## config.mk

```make
export PLATFORM = sky130hd
export DESIGN_NAME = game_ctrl
export DESIGN_NICKNAME = d
export VERILOG_FILES = /design/src/rtl/game_ctrl.sv
export SDC_FILE = /design/constraint.sdc
export NUM_CORES = 1
export LEC_CHECK = 0
export BUFFER_PORTS_ARGS = -buffer_cell sky130_fd_sc_hd__buf_2
export CORE_MARGIN = 5
export CORE_UTILIZATION = 50
export DETAILED_ROUTE_END_ITERATION = 16
export PLACE_DENSITY = 0.73
export SKIP_CTS_REPAIR_TIMING = 1
export SLEW_MARGIN = 20
export SYNTH_ARGS = -nofsm -noshare
export SYNTH_HDL_FRONTEND = slang
export SYNTH_SLANG_ARGS = --single-unit
```

## constraint.sdc

```tcl
create_clock -name CLK -period 2.6 [get_ports CLK]
set_input_delay 0.26 -clock CLK [delete_from_list [all_inputs] [get_ports CLK]]
set_output_delay 0.26 -clock CLK [all_outputs]
set_load 0.01 [all_outputs]
```

## src/rtl/game_ctrl.sv

```systemverilog
// Two-player chess-clock controller: turn, pause and flag FSM with a registered output decode.
// Optional macro GAME_CTRL_INCREMENT_EN adds one-cycle increment pulses on each turn handover.
module game_ctrl #(
    parameter int MOVE_W = 8
) (
    input  logic              CLK,
    input  logic              CLR,
    input  logic              CE,
    input  logic              BTN_P1,
    input  logic              BTN_P2,
    input  logic              BTN_PAUSE,
    input  logic              ZERO_P1,
    input  logic              ZERO_P2,
    output logic              SELECT,
    output logic              STOP,
    output logic              LOAD,
    output logic              INC_P1,
    output logic              INC_P2,
    output logic              FLAG_P1,
    output logic              FLAG_P2,
    output logic [MOVE_W-1:0] MOVES,
    output logic [2:0]        STATE
);
    typedef enum logic [2:0] {
        IDLE   = 3'd0,
        RUN_P1 = 3'd1,
        RUN_P2 = 3'd2,
        PAUSED = 3'd3,
        FLAG   = 3'd4
    } state_t;

    state_t            state, state_nxt;
    logic              saved, saved_nxt;
    logic              sel_nxt, stop_nxt, load_nxt, flag_p1_nxt, flag_p2_nxt;
    logic [MOVE_W-1:0] moves_nxt;
    logic              hand_p1, hand_p2;

    // A handover only wins when neither a flag nor a pause outranks it.
    assign hand_p1 = CE && state == RUN_P1 && !ZERO_P1 && !BTN_PAUSE && BTN_P1;
    assign hand_p2 = CE && state == RUN_P2 && !ZERO_P2 && !BTN_PAUSE && BTN_P2;

    always_ff @(posedge CLK) begin
        if (CLR) begin
            state   <= IDLE;
            saved   <= 1'b0;
            SELECT  <= 1'b0;
            STOP    <= 1'b1;
            LOAD    <= 1'b1;
            FLAG_P1 <= 1'b0;
            FLAG_P2 <= 1'b0;
            MOVES   <= '0;
        end else begin
            state   <= state_nxt;
            saved   <= saved_nxt;
            SELECT  <= sel_nxt;
            STOP    <= stop_nxt;
            LOAD    <= load_nxt;
            FLAG_P1 <= flag_p1_nxt;
            FLAG_P2 <= flag_p2_nxt;
            MOVES   <= moves_nxt;
        end
    end

    always_comb begin
        state_nxt = state;
        saved_nxt = saved;
        if (CE) begin
            unique case (state)
                IDLE:   if (BTN_P2) state_nxt = RUN_P1;
                RUN_P1: begin
                    if (ZERO_P1)        state_nxt = FLAG;
                    else if (BTN_PAUSE) begin
                        state_nxt = PAUSED;
                        saved_nxt = 1'b0;
                    end
                    else if (BTN_P1)    state_nxt = RUN_P2;
                end
                RUN_P2: begin
                    if (ZERO_P2)        state_nxt = FLAG;
                    else if (BTN_PAUSE) begin
                        state_nxt = PAUSED;
                        saved_nxt = 1'b1;
                    end
                    else if (BTN_P2)    state_nxt = RUN_P1;
                end
                PAUSED: if (BTN_PAUSE) state_nxt = saved ? RUN_P2 : RUN_P1;
                default: state_nxt = state;
            endcase
        end
    end

    always_comb begin
        sel_nxt     = SELECT;
        stop_nxt    = 1'b1;
        load_nxt    = 1'b0;
        flag_p1_nxt = FLAG_P1 | (CE && state == RUN_P1 && ZERO_P1);
        flag_p2_nxt = FLAG_P2 | (CE && state == RUN_P2 && ZERO_P2);
        moves_nxt   = MOVES;
        if ((hand_p1 || hand_p2) && MOVES != {MOVE_W{1'b1}})
            moves_nxt = MOVES + MOVE_W'(1);
        case (state_nxt)
            IDLE: begin
                sel_nxt  = 1'b0;
                load_nxt = 1'b1;
            end
            RUN_P1: begin
                sel_nxt  = 1'b0;
                stop_nxt = 1'b0;
            end
            RUN_P2: begin
                sel_nxt  = 1'b1;
                stop_nxt = 1'b0;
            end
            default: ;
        endcase
    end

`ifdef GAME_CTRL_INCREMENT_EN
    always_ff @(posedge CLK) begin
        if (CLR) begin
            INC_P1 <= 1'b0;
            INC_P2 <= 1'b0;
        end else begin
            INC_P1 <= hand_p1;
            INC_P2 <= hand_p2;
        end
    end
`else
    assign INC_P1 = 1'b0;
    assign INC_P2 = 1'b0;
`endif

    assign STATE = state;
endmodule

```

==> flow_summary_export.csv, run 1 <==
group,metric,value,unit
die,initial_utilization,53.3,%
critical_path,path_buf_inv,0,
yosys,syn_area,940,sq um
layout,final_common_cell,"buf_2",
yosys,synth_top_area_share,36.2,%
global_route,grt-ovfl-total,0,
critical_path,endpoint_kind,"flop",
sta,finClkSkew,8.71,ps
layout,postLayoutCoreUtil,61.6,%
placed_design,place.gp.congestion,0.821,
yosys,synth_seq_cells,17,
critical_path,path_depth,6,
layout,area_growth_syn_to_layout,15.6,%
global_route,track_usage,15.9,%
critical_path,cp.arrival,2170,ps
yosys,synth_seq_area_share,36.2,%
global_route,grt_pass1_vias,755,
critical_path,slowest_stage,"a311o_1",
sta,layout_setup_ws,624,ps
layout,n_antenna_cell,0,
sta,setup_viol,0,
layout,fillers,170,
yosys,yosysWarnings,0,
clock_network,cts_buffer_depth,2,
layout,layout_common_cells,"23 x buf_2, 17 x dfxtp_1, 17 x nor2_1",
die,ios,26,
critical_path,crit_end,"MOVES[5]",
status,status,"finished, final reports clean",
drt,drt_iter0_drc,14,
power,ir_worst_vdd,0.000293,V
drt,antenna_left,0,
placed_design,dp_hpwl,1.52,mm
placed_design,post-place-ws,634,ps
layout,layout-drive-gt1-share,28.1,%
critical_path,r2r_start,"MOVES[0]",
clock_network,cts.reportedPaths.clkPinSlew,100,ps
sta,fin_crit_sh,76.0,%
global_route,grt_max_degree,20,
min_path,min_path_type,"input port to flop",
clock_network,cts_buffers,3,
yosys,synth_edf_count,0,
die,die_h,53.4,um
sta,finalHoldViolCount,0,
placed_design,port_buffers,23,
power,power_leakage,0.499,nW
yosys,syn_avg_cell_area,8.95,sq um
sta,maxSlewViolCount,0,
run,drv_cap,0,
sta,finalSetupTns,0,ps
clock_network,cts-root-buf,"clkbuf_4",
critical_path,regToRegSetupSlack,620,ps
critical_path,path_max_fanout,6,
layout,multiInputGateArea,562,sq um
drt,viasPerCell,5.37,
drt,wl,2.00,mm
drt,wl_per_cell,13.0,um
placed_design,placed_area,0.00106,sq mm
min_path,min_path_cells,3,
critical_path,crit_chain,"ha_1 -> and3_1 -> a311o_1 -> nor3_4 -> nand3_1 -> mux2_4",
drt,drc,0,
yosys,ys_async_sr_fraction,0,%
sta,fin_crit,1980,ps
die,die_area,0.00285,sq mm
critical_path,worst-r2r-cell-count,6,
drt,vias,822,
critical_path,path_class,"flop to flop",
die,core.rowCount,15,
critical_path,r2r_end,"MOVES[5]",
layout,regArea,340,sq um
sta,rsz0062_at_grt,"false",
global_route,grt_pass1_wl,3.30,mm
critical_path,cp.required,2800,ps
die,coreArea,0.00176,sq mm
yosys,synthCells,105,
clock_network,tritoncts,"done",
clock_network,clock_latency,290,ps
critical_path,critPathTopFamily,"simple AND/OR/NAND/NOR gates",
clock_network,clock-sinks,17,
yosys,synth_flop_cell,"dfxtp_1",
layout,stdcell_area,0.00109,sq mm
die,fp.dieW,53.4,um
global_route,grt_antenna_before_repair,0,
clock_network,ctsHtreeMaxLevel,1,
critical_path,slowest_delay,420,ps
critical_path,startpoint_type,"flop",
yosys,ys_top_cells_by_area,"dfxtp_1 36%, nor2_1 6.8%, nor4b_4 5.1%",
drt,dr.pass1.iters,4,
yosys,synth.distinct_cells,35,
power,powerDensity,460,mW/mm^2
yosys,yosysTopAreaCell,"dfxtp_1",
power,totalPowerFinal,0.499,mW
critical_path,cp-startpoint,"MOVES[0]",
layout,fin_nets,138,
sta,max_freq,506,MHz
## cell families (layout without fill, tap and decap cells)
logic type	count (synthesis)	after routing	synth area share [%]
buffers and inverters	8	30	4.39
muxes	4	4	5.33
AOI/OAI and AO/OA	22	22	16.4
and+or+nand+nor	47	47	31.3
other	1	2	0.399
DFF	17	17	36.2
xor gates and xnor gates	5	5	4.66
adders and majority gates	1	1	1.33
## worst min-delay path by stage
stage	from	end	slack (ps)
after floorplan	ZERO_P2	FLAG_P2	410
after global placement	FLAG_P2	FLAG_P2	450
after detailed placement	FLAG_P2	FLAG_P2	460
after CTS	ZERO_P2	FLAG_P2	290
after global routing	ZERO_P2	FLAG_P2	320
final	ZERO_P2	FLAG_P2	290
## stage by stage
stage | instances | hold slack [ps]
5_1_grt | 153 | 316
2_1_floorplan | 106 | 415
4_1_cts | 153 | 289
6_report | 153 | 290
3_3_place_gp | 149 | 447
3_5_place_dp | 149 | 465
## synth_stat cells, types with 2 or more instances
cell type,count
and3_1,2
nor4b_4,2
a211o_1,2
clkbuf_1,2
nor3_1,2
a31oi_1,2
or3b_2,2
nand2_1,2
buf_4,3
mux2_4,2
nand3_1,5
a21o_1,3
a21oi_1,5
nand2b_1,3
dfxtp_1,17
inv_1,3
and2_1,2
nor2b_1,4
o21ai_0,4
xnor2_1,5
mux2i_1,2
nor2_1,17
nor3b_1,2
## flip-flops by register name (all words and copies together), names as in the netlist
register and cells:
LOAD 1, FLAG_P2 1, saved 1, SELECT 1, STOP 1, MOVES 8, STATE 3, FLAG_P1 1
## where the power goes
part           switching [mW]  internal [mW]
logic                  0.0439         0.0336
registers             0.00998          0.269
clock network          0.0832         0.0598
total                   0.137          0.362
## final cells by class
cell class / count / area share [%]
Clock buffer: 4 / 2.42
Multi-Input combinational cell: 81 / 51.7
Timing Repair Buffer: 23 / 10.6
Sequential cell: 17 / 31.3
Tap cell: 25 / 2.88
Inverter: 3 / 1.04
## routing by layer
layer	global-route usage [%]	up-vias	wire length, um
met1	19.8	385	944
met2	25.9	21	905
li1	-	411	-
met3	3.10	5	109
met4	7.66	0	36
met5	0	-	0
## worst register-to-register path: cells and delay by family (launching register included)
kind                       cells  cell delay (ps)
and+or+nand+nor                3              580
AOI/OAI and AO/OA              1              420
DFF                            1              350
muxes                          1              310
adders and majority gates      1              210
No activity file was read; power rests on OpenSTA's default activity.
==> run 2: changes to the inputs <==
CORE_UTILIZATION = 45   (was 50)
PLACE_DENSITY = 0.69   (was 0.73)
clock period = 1.72 ns   (was 2.6 ns; I/O delays follow)
==> run 2 against run 1 <==
The flow now finishes with violations (negative setup slack). Total power up 56%. Count of clock-buffer cells in the layout decreased by 1. Setup slack got worse by 690 ps. Sequential share of layout area fell by 3.5 points.
==> flow_summary_export.csv, run 2 (synthesized netlist as in run 1, its figures left out) <==
group,metric,value,unit
status,status,"finished, violations left",
status,violations,"negative setup slack",
clock_network,ctsHtreeMaxLevel,1,
clock_network,cts_buffer_depth,2,
die,die_area,0.00310,sq mm
clock_network,cts-root-buf,"clkbuf_4",
sta,finalHoldViolCount,0,
critical_path,path_class,"flop to flop",
layout,layout-drive-gt1-share,44.0,%
run,drv_cap,0,
die,core.rowCount,16,
sta,fin_crit,1790,ps
placed_design,dp_hpwl,1.65,mm
layout,largest-register,"MOVES",
clock_network,clock-sinks,17,
power,p_switching,0.220,mW
drt,top_layer,"met4",
layout,multiInputGateArea,618,sq um
layout,layout_common_cells,"23 x buf_2, 16 x nor2_1, 13 x dfxtp_1, 13 x buf_4",
placed_design,post-place-ws,-52.4,ps
global_route,grt_pass1_wl,3.70,mm
power,ir_worst_vdd,0.000599,V
power,powerDensity,621,mW/mm^2
power,internal_power,0.558,mW
drt,viasPerCell,4.99,
layout,final_common_cell,"buf_2",
drt,dr.pass1.iters,4,
power,totalPowerFinal,0.778,mW
global_route,grt-ovfl-total,0,
min_path,min_path_cells,3,
drt,wl_met3,98,um
drt,wl,2.19,mm
drt,met2WireLength,1.01,mm
global_route,grt_antenna_before_repair,0,
clock_network,clock_latency,290,ps
global_route,grt_pass1_vias,822,
power,p_clk_share,27.7,%
critical_path,worst-r2r-cell-count,7,
power,swShare,28.3,%
global_route,grt_max_degree,20,
global_route,track_usage,14.3,%
critical_path,path_max_fanout,5,
layout,n_antenna_cell,0,
sta,fin_crit_sh,104,%
layout,largest_reg_flops,8,
sta,finalSetupTns,-139,ps
critical_path,cp.arrival,1960,ps
power,power_leakage,0.581,nW
die,initial_utilization,47.4,%
sta,layout_setup_ws,-67.5,ps
critical_path,endpoint_kind,"flop",
drt,wl_met1,1.07,mm
drt,drt_iter0_drc,16,
sta,max_freq,559,MHz
placed_design,place.gp.congestion,0.766,
clock_network,cts_buffers,3,
sta,rsz0062_at_grt,"true",
die,fp.dieW,55.7,um
sta,finClkSkew,7.58,ps
drt,antenna_left,0,
placed_design,port_buffers,23,
layout,fin_nets,151,
critical_path,regToRegSetupSlack,-70,ps
clock_network,cts.reportedPaths.clkPinSlew,110,ps
placed_design,dp.cells,164,
drt,wl_per_cell,13.0,um
die,ios,26,
die,coreArea,0.00198,sq mm
clock_network,tritoncts,"done",
power,p_comb_share,18.6,%
sta,maxSlewViolCount,0,
critical_path,startpoint_type,"flop",
critical_path,cp.required,1890,ps
drt,vias,839,
layout,fillers,176,
layout,area_growth_syn_to_layout,33.2,%
drt,drc,0,
min_path,min_path_type,"input port to flop",
sta,setup_viol,5,
power,seq_power_share,53.7,%
layout,regArea,348,sq um
layout,instances_no_fill,168,
die,die_h,55.7,um
## run 2: cell count changes in the layout (fill, tap and decap cells not counted), moves of 2 or more
cell,before,now
buf_4,0,13
nor3b_1,2,0
dfxtp_1,17,13
dfxtp_2,0,3
nor3b_2,0,2
## run 2: per-layer routing
layer	vias up	GRT usage, %
li1	438	-
met1	384	18.8
met2	15	23.1
met3	2	3.48
met4	0	4.17
met5	-	0
## run 2: worst paths after layout
check,startpoint,endpoint
max,MOVES[0],MOVES[4]
min,ZERO_P2,FLAG_P2
max reg2reg,MOVES[0],MOVES[4]
min reg2reg,FLAG_P1,FLAG_P1
## run 2: power groups by stage
stage / logic, mW / clock network (mW) / registers (mW)
floorplan: 0.0767 / 0 / 0.432
global placement: 0.135 / 0 / 0.425
detailed placement: 0.138 / 0 / 0.426
CTS: 0.139 / 0.221 / 0.417
global route: 0.160 / 0.246 / 0.420
finish: 0.145 / 0.215 / 0.418
## run 2: area by class of cell
| class | instances | area share, % |
|---|---|---|
| Inverter | 3 | 0.900 |
| Clock buffer | 3 | 1.80 |
| Timing Repair Buffer | 36 | 17.0 |
| Clock inverter | 1 | 0.400 |
| Sequential cell | 17 | 27.8 |
| Tap cell | 27 | 2.70 |
| Multi-Input combinational cell | 81 | 49.4 |
## run 2: worst max-delay path: stages, from the launching register on
cell and delay (ps):
dfxtp_4 360, ha_4 150, and3_4 170, a311o_1 390, buf_4 190, nor3b_2 220
xnor2_1 140, nor2_1 50
## run 2: metrics by stage
step	hold slack [ps]	cell area, sq um	utilization, %
floorplan	327	966	-
global placement	444	1180	59.7
detailed placement	452	1180	59.7
CTS	198	1210	61.0
global route	235	1250	63.1
finish	196	1250	63.1
